`src/rtl/spi_slave_pkg.sv`:
```
// SPI mode constants, FSM encoding and default transmit byte for the spi_slave block.
// Latency: none (constants only); backpressure: n/a.
package spi_slave_pkg;

  localparam bit CPOL = 1'b1;
  localparam bit CPHA = 1'b1;
  // Modes 0 and 3 capture MOSI on the rising SCLK edge and drive MISO on the falling one.
  localparam bit SAMPLE_ON_RISE = CPOL ~^ CPHA;

  localparam logic [7:0] DEFAULT_TX_VAL = 8'hFF;

  typedef enum logic {
    IDLE  = 1'b0,
    SHIFT = 1'b1
  } state_t;

endpackage

```
`src/rtl/spi_slave_if.sv`:
```
// SPI pins plus tx holding-register handshake and rx byte strobe; tx_underrun exists only
// with SPI_SLAVE_UNDERRUN_EN. Backpressure: tx_valid held until tx_ready.
interface spi_slave_if;

  logic       cs_n;
  logic       sclk;
  logic       mosi;
  logic       miso;
  logic       miso_oe;
  logic [7:0] tx_data;
  logic       tx_valid;
  logic       tx_ready;
  logic [7:0] rx_data;
  logic       rx_valid;
  logic       busy;
  logic       frame_end;
`ifdef SPI_SLAVE_UNDERRUN_EN
  logic       tx_underrun;
`endif

  modport slave (
    input  cs_n, sclk, mosi, tx_data, tx_valid,
    output miso, miso_oe, tx_ready, rx_data, rx_valid, busy, frame_end
`ifdef SPI_SLAVE_UNDERRUN_EN
    , output tx_underrun
`endif
  );

  modport master (
    output cs_n, sclk, mosi, tx_data, tx_valid,
    input  miso, miso_oe, tx_ready, rx_data, rx_valid, busy, frame_end
`ifdef SPI_SLAVE_UNDERRUN_EN
    , input tx_underrun
`endif
  );

endinterface

```
`src/rtl/spi_slave_pin_sync.sv`:
```
// N-bit 2-flop synchroniser with optional third register for rise/fall detection.
// Latency: 2 clk to q, edge pulses combinational from stage 2 vs 3; no backpressure.
module spi_pin_sync #(
  parameter int             N       = 1,
  parameter bit             EDGE    = 1'b1,
  parameter logic [N-1:0]   RST_VAL = '0
) (
  input  logic         clk,
  input  logic         rst,
  input  logic [N-1:0] d,
  output logic [N-1:0] q,
  output logic [N-1:0] rise,
  output logic [N-1:0] fall
);

  logic [N-1:0] s1;
  logic [N-1:0] s2;

  always_ff @(posedge clk or posedge rst) begin
    if (rst) begin
      s1 <= RST_VAL;
      s2 <= RST_VAL;
    end else begin
      s1 <= d;
      s2 <= s1;
    end
  end

  assign q = s2;

  generate
    if (EDGE) begin : g_edge
      logic [N-1:0] s3;
      always_ff @(posedge clk or posedge rst) begin
        if (rst) s3 <= RST_VAL;
        else     s3 <= s2;
      end
      assign rise = s2 & ~s3;
      assign fall = ~s2 & s3;
    end else begin : g_no_edge
      assign rise = '0;
      assign fall = '0;
    end
  endgenerate

endmodule

```
`src/rtl/spi_slave.sv`:
```
// SPI mode-3 responder oversampled by clk; pin edges act 3 clk later; tx byte via one-entry
// holding register (tx_ready low while full). Optional SPI_SLAVE_UNDERRUN_EN adds tx_underrun.
module spi_slave
  import spi_slave_pkg::*;
#(
  parameter logic [7:0] DEFAULT_TX = DEFAULT_TX_VAL
) (
  input  logic       clk,
  input  logic       rst,
  spi_slave_if.slave bus
);

  state_t     state;
  logic       cs_n_lvl_unused, sclk_lvl_unused, mosi_sync;
  logic       cs_rise, cs_fall, sclk_rise, sclk_fall;
  logic       mosi_rise_unused, mosi_fall_unused;
  logic       shift_edge, sample_edge;
  logic [2:0] bit_cnt;
  logic [7:0] tx_shift, rx_shift, rx_data;
  logic       rx_valid, frame_end, miso;
  logic       hold_full;
  logic [7:0] hold_dat, reload_dat;
  logic       reload, tx_write;

  spi_pin_sync #(.N(1), .EDGE(1'b1), .RST_VAL(1'b1)) u_cs_sync (
    .clk(clk), .rst(rst), .d(bus.cs_n), .q(cs_n_lvl_unused), .rise(cs_rise), .fall(cs_fall)
  );

  spi_pin_sync #(.N(1), .EDGE(1'b1), .RST_VAL(CPOL)) u_sclk_sync (
    .clk(clk), .rst(rst), .d(bus.sclk), .q(sclk_lvl_unused), .rise(sclk_rise), .fall(sclk_fall)
  );

  spi_pin_sync #(.N(1), .EDGE(1'b0), .RST_VAL(1'b0)) u_mosi_sync (
    .clk(clk), .rst(rst), .d(bus.mosi), .q(mosi_sync), .rise(mosi_rise_unused),
    .fall(mosi_fall_unused)
  );

  assign shift_edge  = SAMPLE_ON_RISE ? sclk_fall : sclk_rise;
  assign sample_edge = SAMPLE_ON_RISE ? sclk_rise : sclk_fall;

  // A reload samples the holding register as it was before this edge.
  assign reload_dat = hold_full ? hold_dat : DEFAULT_TX;
  assign tx_write   = bus.tx_valid && !hold_full;
  assign reload     = (state == IDLE) ? cs_fall
                                      : (!cs_rise && sample_edge && (bit_cnt == 3'd7));

  always_ff @(posedge clk or posedge rst) begin
    if (rst) begin
      state     <= IDLE;
      bit_cnt   <= '0;
      tx_shift  <= '0;
      rx_shift  <= '0;
      rx_data   <= '0;
      rx_valid  <= 1'b0;
      frame_end <= 1'b0;
      miso      <= 1'b1;
    end else begin
      rx_valid  <= 1'b0;
      frame_end <= 1'b0;
      case (state)
        IDLE: begin
          if (cs_fall) begin
            state    <= SHIFT;
            bit_cnt  <= '0;
            tx_shift <= reload_dat;
          end
        end
        SHIFT: begin
          if (cs_rise) begin
            state     <= IDLE;
            frame_end <= 1'b1;
            bit_cnt   <= '0;
            miso      <= 1'b1;
          end else if (shift_edge) begin
            miso     <= tx_shift[7];
            tx_shift <= {tx_shift[6:0], 1'b0};
          end else if (sample_edge) begin
            rx_shift <= {rx_shift[6:0], mosi_sync};
            bit_cnt  <= bit_cnt + 3'd1;
            if (bit_cnt == 3'd7) begin
              rx_data  <= {rx_shift[6:0], mosi_sync};
              rx_valid <= 1'b1;
              tx_shift <= reload_dat;
            end
          end
        end
        default: state <= IDLE;
      endcase
    end
  end

  always_ff @(posedge clk or posedge rst) begin
    if (rst) begin
      hold_full <= 1'b0;
      hold_dat  <= '0;
    end else if (tx_write) begin
      hold_full <= 1'b1;
      hold_dat  <= bus.tx_data;
    end else if (reload) begin
      hold_full <= 1'b0;
    end
  end

`ifdef SPI_SLAVE_UNDERRUN_EN
  logic underrun;
  always_ff @(posedge clk or posedge rst) begin
    if (rst) underrun <= 1'b0;
    else     underrun <= reload && !hold_full;
  end
  assign bus.tx_underrun = underrun;
`endif

  assign bus.miso      = miso;
  assign bus.miso_oe   = (state == SHIFT);
  assign bus.busy      = (state == SHIFT);
  assign bus.tx_ready  = !hold_full;
  assign bus.rx_data   = rx_data;
  assign bus.rx_valid  = rx_valid;
  assign bus.frame_end = frame_end;

endmodule

```
`src/flat_wrapper.sv`:
```
// flat-port wrapper written by rule: the top's interface ports become plain ports
module spi_slave_flat import spi_slave_pkg::*;
#(
  parameter logic [7:0] DEFAULT_TX = DEFAULT_TX_VAL
)
  (clk, rst, bus_cs_n, bus_sclk, bus_mosi, bus_tx_data, bus_tx_valid, bus_miso, bus_miso_oe, bus_tx_ready, bus_rx_data, bus_rx_valid, bus_busy, bus_frame_end);
  spi_slave_if bus_i ();
  input  logic clk;
  input  logic rst;
  input wire logic [$bits(bus_i.cs_n)-1:0] bus_cs_n;
  input wire logic [$bits(bus_i.sclk)-1:0] bus_sclk;
  input wire logic [$bits(bus_i.mosi)-1:0] bus_mosi;
  input wire logic [$bits(bus_i.tx_data)-1:0] bus_tx_data;
  input wire logic [$bits(bus_i.tx_valid)-1:0] bus_tx_valid;
  output wire logic [$bits(bus_i.miso)-1:0] bus_miso;
  output wire logic [$bits(bus_i.miso_oe)-1:0] bus_miso_oe;
  output wire logic [$bits(bus_i.tx_ready)-1:0] bus_tx_ready;
  output wire logic [$bits(bus_i.rx_data)-1:0] bus_rx_data;
  output wire logic [$bits(bus_i.rx_valid)-1:0] bus_rx_valid;
  output wire logic [$bits(bus_i.busy)-1:0] bus_busy;
  output wire logic [$bits(bus_i.frame_end)-1:0] bus_frame_end;
  assign bus_i.cs_n = bus_cs_n;
  assign bus_i.sclk = bus_sclk;
  assign bus_i.mosi = bus_mosi;
  assign bus_i.tx_data = bus_tx_data;
  assign bus_i.tx_valid = bus_tx_valid;
  assign bus_miso = bus_i.miso;
  assign bus_miso_oe = bus_i.miso_oe;
  assign bus_tx_ready = bus_i.tx_ready;
  assign bus_rx_data = bus_i.rx_data;
  assign bus_rx_valid = bus_i.rx_valid;
  assign bus_busy = bus_i.busy;
  assign bus_frame_end = bus_i.frame_end;
  spi_slave #(.DEFAULT_TX(DEFAULT_TX)) u_core (.clk(clk), .rst(rst), .bus(bus_i));
endmodule
```
`config.mk`:
```
export PLATFORM = sky130hd
export DESIGN_NAME = spi_slave_flat
export DESIGN_NICKNAME = d
export VERILOG_FILES = /design/src/rtl/spi_slave_pkg.sv /design/src/rtl/spi_slave_if.sv /design/src/rtl/spi_slave_pin_sync.sv /design/src/rtl/spi_slave.sv /design/src/flat_wrapper.sv
export SDC_FILE = /design/constraint.sdc
export NUM_CORES = 1
export LEC_CHECK = 0
export BUFFER_PORTS_ARGS = -buffer_cell sky130_fd_sc_hd__buf_2
export CAP_MARGIN = 10
export CELL_PAD_IN_SITES_DETAIL_PLACEMENT = 1
export CELL_PAD_IN_SITES_GLOBAL_PLACEMENT = 1
export CORE_MARGIN = 10
export CORE_UTILIZATION = 34
export DETAILED_ROUTE_END_ITERATION = 12
export PLACE_DENSITY_LB_ADDON = 0.1
export SYNTH_ARGS = -nofsm -noshare
export SYNTH_HDL_FRONTEND = slang
export SYNTH_SLANG_ARGS = --single-unit
```
`constraint.sdc`:
```
create_clock -name clk -period 2.5 [get_ports clk]
set_clock_uncertainty 0.1 [all_clocks]
set_input_delay 0.25 -clock clk [delete_from_list [all_inputs] [get_ports clk]]
set_output_delay 0.25 -clock clk [all_outputs]
set_load 0.02 [all_outputs]
```
==> results of run 1 <==
cell families (layout without fill, tap and decap cells):
group | after synthesis | after routing | synth area share, %
flip-flops | 47 | 47 | 59.0
AO/OA/AOI/OAI | 8 | 8 | 3.99
AND/OR/NAND/NOR | 29 | 29 | 9.22
buffers and inverters | 16 | 54 | 3.30
adder cells (fa/ha/maj) | 6 | 6 | 3.74
multiplexers | 38 | 38 | 20.8
state kept, by name, indices dropped and copies added (netlist names), 3 cells and up:
| register | flops |
|---|---|
| u_core.tx_shift | 8 |
| u_core.bus.rx_data | 8 |
| u_core.bit_cnt | 3 |
| u_core.hold_dat | 8 |
| u_core.rx_shift | 7 |
metal layers:
metal	global-route usage [%]	vias up
met5	0	-
met4	2.71	0
met3	3.62	4
met2	12.7	24
met1	10.1	587
li1	-	564
Yosys cell counts:
master | number | area (um^2)
nor2_1 | 3 | 11.3
or3b_2 | 1 | 8.76
nor3_1 | 1 | 5.00
nand2_1 | 6 | 22.5
clkbuf_1 | 1 | 3.75
ha_1 | 6 | 75.1
mux2i_1 | 8 | 80.1
o31ai_1 | 3 | 22.5
nand2b_1 | 8 | 50.1
nand4b_1 | 1 | 8.76
o221ai_1 | 1 | 8.76
inv_2 | 1 | 3.75
dfrtp_1 | 40 | 1000
o21ai_0 | 1 | 5.00
nor4_4 | 1 | 21.3
nor2b_1 | 3 | 18.8
mux2_2 | 30 | 338
nand4_1 | 4 | 25.0
nor2b_4 | 1 | 13.8
o21a_1 | 1 | 7.51
dfstp_2 | 7 | 184
buf_2 | 2 | 10.0
inv_1 | 11 | 41.3
o41ai_4 | 1 | 27.5
a31o_2 | 1 | 8.76
buf_4 | 1 | 7.51
cells in the final DEF (no fill, tap or decap):
cell / instances
a31o_2: 1
buf_2: 27
buf_4: 4
clkbuf_1: 1
clkbuf_8: 5
clkinv_2: 1
clkinvlp_4: 1
dfrtp_1: 40
dfstp_2: 7
dlygate4sd3_1: 3
ha_1: 6
inv_1: 10
inv_2: 2
mux2_2: 30
mux2i_1: 8
nand2_1: 6
nand2b_1: 8
nand4_1: 4
nand4b_1: 1
nor2_1: 3
nor2b_1: 3
nor2b_4: 1
nor3_1: 1
nor4_4: 1
o21a_1: 1
o21ai_0: 1
o221ai_1: 1
o31ai_1: 3
o41ai_4: 1
or3b_2: 1
layout make-up:
type | instances | area share [%]
flip-flops and latches | 47 | 50.2
multi-input cells | 81 | 32.1
repair buffers | 34 | 8.28
well taps | 72 | 3.82
clock buffers | 6 | 3.08
inverters | 12 | 1.91
clock inverters | 2 | 0.531
metrics by stage:
step	hold WS [ps]	instance area, um^2
final	-4.05	2360
after global routing	43.1	2360
after CTS	4.89	2360
after global placement	237	2240
after detailed placement	243	2240
after floorplan	154	2010
power by group through the flow:
stage               Clock (mW)  Combinational [mW]  Sequential (mW)
finish                   0.429               0.463             1.09
global route             0.492               0.521             1.12
CTS                      0.456               0.475             1.09
detailed placement           0               0.468             1.11
global placement             0               0.449             1.09
floorplan                    0               0.365             1.07
worst register-to-register path, stage by stage, from the launching register on:
cell and delay, ps:
dfstp_2 560, inv_1 60, ha_1 250, nor4_4 630
mux2_2 420
worst max path at each step:
stage | end | slack, ps
3_5_place_dp | u_core.bus.rx_data[0] | 370
6_report | u_core.bus.rx_data[0] | 370
5_1_grt | u_core.bus.rx_data[6] | 270
2_1_floorplan | u_core.tx_shift[1] | 420
4_1_cts | u_core.bus.rx_data[4] | 350
3_3_place_gp | u_core.bus.rx_data[2] | 420
==> flow_summary.toml, run 1 <==
[worst_setup_path]
rrSetupSlack_ps = 370
cp.arrival_ps = 2210
cp-start-kind = "flop"
rr_startpoint = "u_core.u_sclk_sync.q"
cp.required_ps = 2580
cp-end-kind = "flop"
path_delay_family = "simple AND/OR/NAND/NOR gates"
worst_r2r_endpoint = "u_core.bus.rx_data[0]"
crit_type = "flop to flop"
r2r_cells = 4
cp_num_cells = 4
worst-path-max-fanout = 8
max_stage_delay_ps = 630
crit_start = "u_core.u_sclk_sync.q"
crit_buf_inv = 1
crit_path_top_delay_cell = "nor4_4"
crit_chain = "inv_1, ha_1, nor4_4, mux2_2"

[power]
p_sw_share_pct = 28.3
p_leak_nw = 1.15
max-vdd-ir-drop_v = 0.000419
p_per_area_nw_per_um2 = 839
pwr-share-seq_pct = 54.9
p_clk_share_pct = 21.7
power.switching_mw = 0.559
p_int_mw = 1.42
power_mw = 1.98
share_comb_of_total_power_pct = 23.4

[timing]
fmax_ghz = 0.469
fin_tns_setup_ps = 0
worst_slack_ps = 368
tightest_slew_ps = 631
min_period_ps = 2130
rsz0062_at_grt = "no"
hold_viol_final = 10
drv_slew = 0
timing.final.crit_share_pct = 85.3
whs_ps = -4.05
slew_headroom_pct = 57.6
setup_viol = 0

[drt]
wl_met1_um = 1670
ant_nets = 0
routed_wl_um = 3720
met3_length_um = 216
drc = 0
first_iter_violations = 28
vias_per_cell = 4.64
topRoutingLayerUsed = "met4"
dr_wl_met2_um = 1790
dr_total_vias = 1179
drt-pass1-iter-count = 3
wl_per_cell_um = 14.6

[cells_and_area]
finalNonFillerCells = 254
nFillCells = 623
multi_input_area_um2 = 758
nNetsFinal = 201
finish.utilization_pct = 42.1
drive_gt1_share_pct = 45.1
seq_area_um2 = 1180
areaGrowthSynthToFinish_pct = 17.4
num_antenna_cells = 0

[place]
port_buffers = 27
place.gp.congestion = 0.751
placed_cells = 243
place_hpwl_um = 2810
pre_cts_ws_ps = 370

[clocking]
cts_made_buffers = 5
root_buffer = "clkbuf_8"
cts_resized = 0
path_clk_slew_ps = 80
h-tree-depth = 2
cts.sinks = 47
cts_tree = "yes"
clkLatencyLatePin_ps = 290
cts_hold_buf = 3
post_cts_buffers = 0
clk_path_buf_depth = 2

[yosys]
mappedNetlistArea_um2 = 2010
yosysWarningCount = 0
yosysSeqAreaShare_pct = 59.0
synth_seq_cells = 47
syn_avg_cell_area_um2 = 14.0
netlist_instances = 144
syn_nets = 164
synth_cell_type_count = 26

[floorplanning]
die_h_um = 96.9
rows = 27
core_region_area_um2 = 5610
initial_core_util_pct = 35.8
ioPinCount = 28
dieWidth_um = 96.9
die_area_um2 = 9380

[worst_hold_path]
worstHoldPathType = "input pin to async pin"

[run_status]
violations = "hold timing"
status = "complete, but fails checks"

[job]
cap_viol_max_count = 0

[global_route]
overflow = 0
grt_first_pass_wirelength_um = 6490
antenna_found_initial = 0
grt_max_degree = 48
grt_pass1_vias = 1298
grtUsageTotal_pct = 8.29
Power figures use the tool's default switching activity.
==> run 2, diff against run 1 <==
Settings changed: ABC_AREA set to 1, BUFFER_PORTS_ARGS -buffer_cell sky130_fd_sc_hd__buf_2 to -buffer_cell sky130_fd_sc_hd__buf_4.
==> flow_summary.toml, run 2 <==
[run_status]
status = "complete, but fails checks"
violations = "hold timing"

[yosys]
synthTopCellsByCount = "77 x nand2_1, 40 x dfrtp_1, 31 x nand3_1"
synth_cell_type_count = 20
async_flop_share_pct = 100
synth_edf_count = 0
yosysTopAreaCell = "dfrtp_1"
yosys.cell_count.top_type = "nand2_1"
mappedNetlistArea_um2 = 2090
yosysSeqAreaShare_pct = 56.7
synth_ff_type = "dfrtp_1"
synth_top_area_share_pct = 47.9
synth_seq_cells = 47
netlist_instances = 236
syn_avg_cell_area_um2 = 8.85
synthTopCellsByArea = "dfrtp_1 48%, nand2_1 14%, dfstp_2 8.8%"
yosysWarningCount = 0
syn_nets = 256

[power]
max-vdd-ir-drop_v = 0.000340
p_leak_nw = 1.34
p_per_area_nw_per_um2 = 877
power_mw = 2.19

[timing]
setup_viol = 0
tightest_slew_ps = 584
timing.final.crit_share_pct = 74.1
rsz0062_at_grt = "no"
whs_ps = -16.7
min_period_ps = 1850
drv_slew = 0
fmax_ghz = 0.540
slew_headroom_pct = 61.1
fin_tns_setup_ps = 0
hold_viol_final = 18

[cells_and_area]
areaGrowthSynthToFinish_pct = 19.6
final_cell_mix = "77 x nand2_1, 40 x dfrtp_1, 31 x nand3_1"
reg_top3 = "u_core.bus.rx_data: 8 flops, u_core.hold_dat: 8 flops, u_core.tx_shift: 8 flops"
num_antenna_cells = 0
layout_commonest_cell = "nand2_1"
finish.utilization_pct = 42.0
drive_gt1_share_pct = 19.8
nNetsFinal = 287

[floorplanning]
ioPinCount = 28
dieWidth_um = 98.4
core_region_area_um2 = 5960
die_area_um2 = 9680
die_h_um = 98.4
rows = 28
initial_core_util_pct = 35.1

[drt]
ant_nets = 0
dr_total_vias = 1625
first_iter_violations = 65
drt-pass1-iter-count = 4
drc = 0
wl_per_cell_um = 14.1
routed_wl_um = 4830
vias_per_cell = 4.74

[job]
cap_viol_max_count = 0

[place]
place.gp.congestion = 0.718
place_hpwl_um = 3470
port_buffers = 27

[worst_setup_path]
crit_type = "flop to flop"
rrSetupSlack_ps = 650
crit_buf_inv = 2
max_stage_delay_ps = 570
path_delay_family = "simple AND/OR/NAND/NOR gates"
cp.arrival_ps = 2000
cp-start-kind = "flop"
r2r_cells = 7
crit_path_top_delay_cell = "dfstp_2"
worst_r2r_endpoint = "u_core.bus.rx_data[6]"
rr_startpoint = "u_core.u_sclk_sync.q"
worst-path-max-fanout = 9
cp.required_ps = 2650
crit_chain = "inv_1, ha_1, inv_1, nand3_1, nor2_2, nand2_1, nand2_1"
cp-end-kind = "flop"

[clocking]
cts.sinks = 47
clkLatencyLatePin_ps = 310
path_clk_slew_ps = 100
cts_made_buffers = 5
cts_tree = "yes"
h-tree-depth = 2
post_cts_buffers = 0
clk_path_buf_depth = 2
root_buffer = "clkbuf_8"

[global_route]
grt_first_pass_wirelength_um = 8280
overflow = 0
antenna_found_initial = 0
grt_max_degree = 48
grtUsageTotal_pct = 10.1
grt_pass1_vias = 1656

[worst_hold_path]
worstHoldPathType = "input pin to async pin"
==> run 2: cell types whose count changed in the layout (fill, tap and decap cells not counted), moves of 26 or more <==
cell | before | now
mux2_2 | 30 | 0
nand3_1 | 0 | 31
nand2_1 | 6 | 77
buf_4 | 4 | 30
buf_2 | 27 | 0
==> run 2: worst max path at each step <==
stage / startpoint / endpoint / slack [ps] / depth (start not counted)
final: u_core.u_sclk_sync.q / u_core.bus.rx_data[6] / 650 / 7
after global routing: u_core.u_sclk_sync.q / u_core.bus.rx_data[1] / 450 / 7
after CTS: u_core.u_sclk_sync.q / u_core.bus.rx_data[6] / 630 / 7
after detailed placement: u_core.u_sclk_sync.q / u_core.bus.rx_data[6] / 660 / 7
after global placement: u_core.u_sclk_sync.q / u_core.bus.rx_data[1] / 680 / 7
after floorplan: u_core.u_sclk_sync.q / u_core.bus.rx_data[0] / 960 / 7
==> run 2: power by group <==
part           switching, mW  internal, mW
Clock                  0.278         0.301
Combinational          0.328         0.201
Sequential             0.124         0.960
Total                  0.729          1.46
==> run 2: cells by family (layout without fill, tap and decap cells) <==
group           after synthesis  in the layout  share of synthesized area [%]
compound gates               19             19                           5.21
buf+inv                      28             60                           5.99
fa+ha+maj                     6              6                           3.59
simple gates                136            136                           28.5
flops                        47             47                           56.7
==> run 2: area by class of cell <==
cell class | instances | area (um^2)
clock buffer | 5 | 68.8
clock inverter | 3 | 46.3
fill | 723 | 3460
inverter | 19 | 71.3
multi-input combinational | 161 | 779
sequential | 47 | 1180
tap | 75 | 93.8
timing repair buffer | 33 | 255
==> run 2: metrics by stage <==
step / area [um^2] / setup WS (ps) / hold WS (ps) / instances
floorplan: 2090 / 956 / 154 / 236
global placement: 2350 / 677 / 236 / 332
detailed placement: 2350 / 661 / 236 / 332
CTS: 2500 / 635 / 14.4 / 343
global route: 2500 / 451 / 34.8 / 343
finish: 2500 / 648 / -16.7 / 343
==> run 2: layer usage <==
layer	global-route usage [%]	vias to the layer above	routed length [um]
li1	-	822	-
met1	14.0	759	2460
met2	14.2	39	2020
met3	3.59	5	285
met4	3.31	0	67
met5	0	-	0
==> run 2: tightest hold or removal path, stage by stage <==
cell and delay, ps:
buf_4 110, inv_2 30, buf_4 480
==> run 2: repair_timing <==
item,CTS,global route
hold buffers,3,0
resized for setup,0,0
hold endpoints to repair,3,0
==> run 3, diff against run 2 <==
Settings changed: ABC_AREA 1 to 0.
Clock period 2.5 ns to 1.72 ns, I/O delays scaled along.
==> flow_summary.toml, run 3 (synthesis results as in run 1) <==
[global_route]
grtUsageTotal_pct = 9.73
grt_max_degree = 48
antenna_found_initial = 0
overflow = 0
grt_first_pass_wirelength_um = 7550
grt_pass1_vias = 1519

[power]
power_mw = 3.27
max-vdd-ir-drop_v = 0.000510
p_per_area_nw_per_um2 = 1140
p_leak_nw = 1.35

[drt]
drt-pass1-iter-count = 2
ant_nets = 0
drc = 0
dr_total_vias = 1319
wl_per_cell_um = 15.6
routed_wl_um = 4420
vias_per_cell = 4.64
first_iter_violations = 16

[timing]
tightest_slew_ps = 291
fin_tns_setup_ps = -2620
fmax_ghz = 0.537
drv_slew = 0
rsz0062_at_grt = "yes"
worst_slack_ps = -142
hold_viol_final = 0
slew_headroom_pct = 80.6
min_period_ps = 1860
setup_viol = 26
timing.final.crit_share_pct = 108

[worst_hold_path]
hold_start = "u_core.u_mosi_sync.s1"
whs_path_depth = 0
min_to = "u_core.u_mosi_sync.q"
worstHoldPathType = "flop to flop"

[cells_and_area]
final_cell_mix = "47 x buf_4, 40 x dfrtp_1, 18 x mux2_2"
finalNonFillerCells = 284
drive_gt1_share_pct = 54.2
layout_commonest_cell = "buf_4"
num_antenna_cells = 0
areaGrowthSynthToFinish_pct = 42.2
nNetsFinal = 231
nFillCells = 589
reg_top3 = "u_core.bus.rx_data: 8 flops, u_core.hold_dat: 8 flops, u_core.tx_shift: 8 flops"

[place]
port_buffers = 27
place_hpwl_um = 3140
place.gp.congestion = 0.769
placed_cells = 259

[run_status]
violations = "setup timing"
status = "complete, but fails checks"

[floorplanning]
die_h_um = 96.9
die_area_um2 = 9380
rows = 27
dieWidth_um = 96.9
initial_core_util_pct = 35.8
ioPinCount = 28
core_region_area_um2 = 5610

[worst_setup_path]
r2r_cells = 6
crit_type = "flop to flop"
crit_start = "u_core.u_sclk_sync.q"
worst_r2r_endpoint = "u_core.tx_shift[3]"
rrSetupSlack_ps = -140
cp-start-kind = "flop"
cp-end-kind = "flop"
cp.arrival_ps = 1960
rr_startpoint = "u_core.u_sclk_sync.q"
cp.required_ps = 1820
worst-path-max-fanout = 7

[clocking]
cts_made_buffers = 5
cts.sinks = 47
path_clk_slew_ps = 90
clkLatencyLatePin_ps = 300
h-tree-depth = 2
clk_path_buf_depth = 2
cts_tree = "yes"
root_buffer = "clkbuf_8"

[job]
cap_viol_max_count = 0
==> run 3: what timing repair did <==
| item | 4_1_cts | 5_1_grt |
|---|---|---|
| hold buffers | 11 | 1 |
| resized for setup | 18 | 4 |
| setup buffers | 1 | 4 |
| pin swaps | 3 | 1 |
| endpoints found under the hold margin | 50 | 1 |
| setup endpoints to repair | 25 | 26 |
==> run 3: area by class of cell <==
type / count / area (um^2) / share of cell area, %
Clock inverter: 3 / 46.3 / 1.62
Clock buffer: 5 / 68.8 / 2.41
Sequential cell: 47 / 1180 / 41.5
Multi-Input combinational cell: 81 / 881 / 30.8
Timing Repair Buffer: 64 / 538 / 18.8
Tap cell: 72 / 90.1 / 3.15
Inverter: 12 / 47.5 / 1.66
==> run 3: how the worst max path moves through the flow <==
stage | to | slack, ps | cells past startpoint
global placement | u_core.bus.rx_data[7] | -130 | 6
global route | u_core.tx_shift[6] | -200 | 6
finish | u_core.tx_shift[3] | -140 | 6
CTS | u_core.tx_shift[6] | -130 | 5
detailed placement | u_core.bus.rx_data[4] | -210 | 6
floorplan | u_core.tx_shift[1] | -220 | 4
==> run 3: power breakdown <==
| part | internal [mW] | total, mW | switching (mW) |
|---|---|---|---|
| Clock | 0.438 | 0.834 | 0.396 |
| Combinational | 0.517 | 0.855 | 0.338 |
| Sequential | 1.40 | 1.58 | 0.177 |
==> run 3: worst max-delay path, stage by stage (launching register included) <==
cell and delay [ps]:
dfstp_2 560, buf_4 110, buf_4 100, ha_4 190, o41ai_4 210, buf_6 190
mux2_4 300
==> run 3: metal layers <==
layer | vias up | GRT usage (%) | wire length, um
met2 | 23 | 16.2 | 2170
met3 | 7 | 3.90 | 186
li1 | 633 | - | -
met5 | - | 0 | 0
met1 | 656 | 11.4 | 2020
met4 | 0 | 2.37 | 48
==> run 3: per-stage QoR <==
stage | utilization (%) | area (um^2) | setup WS (ps) | hold WS [ps]
floorplan | - | 2060 | -217 | 76.5
CTS | 49.8 | 2790 | -131 | 5.12
detailed placement | 44.5 | 2500 | -209 | 144
global placement | 44.5 | 2500 | -128 | 137
global route | 50.9 | 2860 | -200 | 272
finish | 50.9 | 2860 | -142 | 258
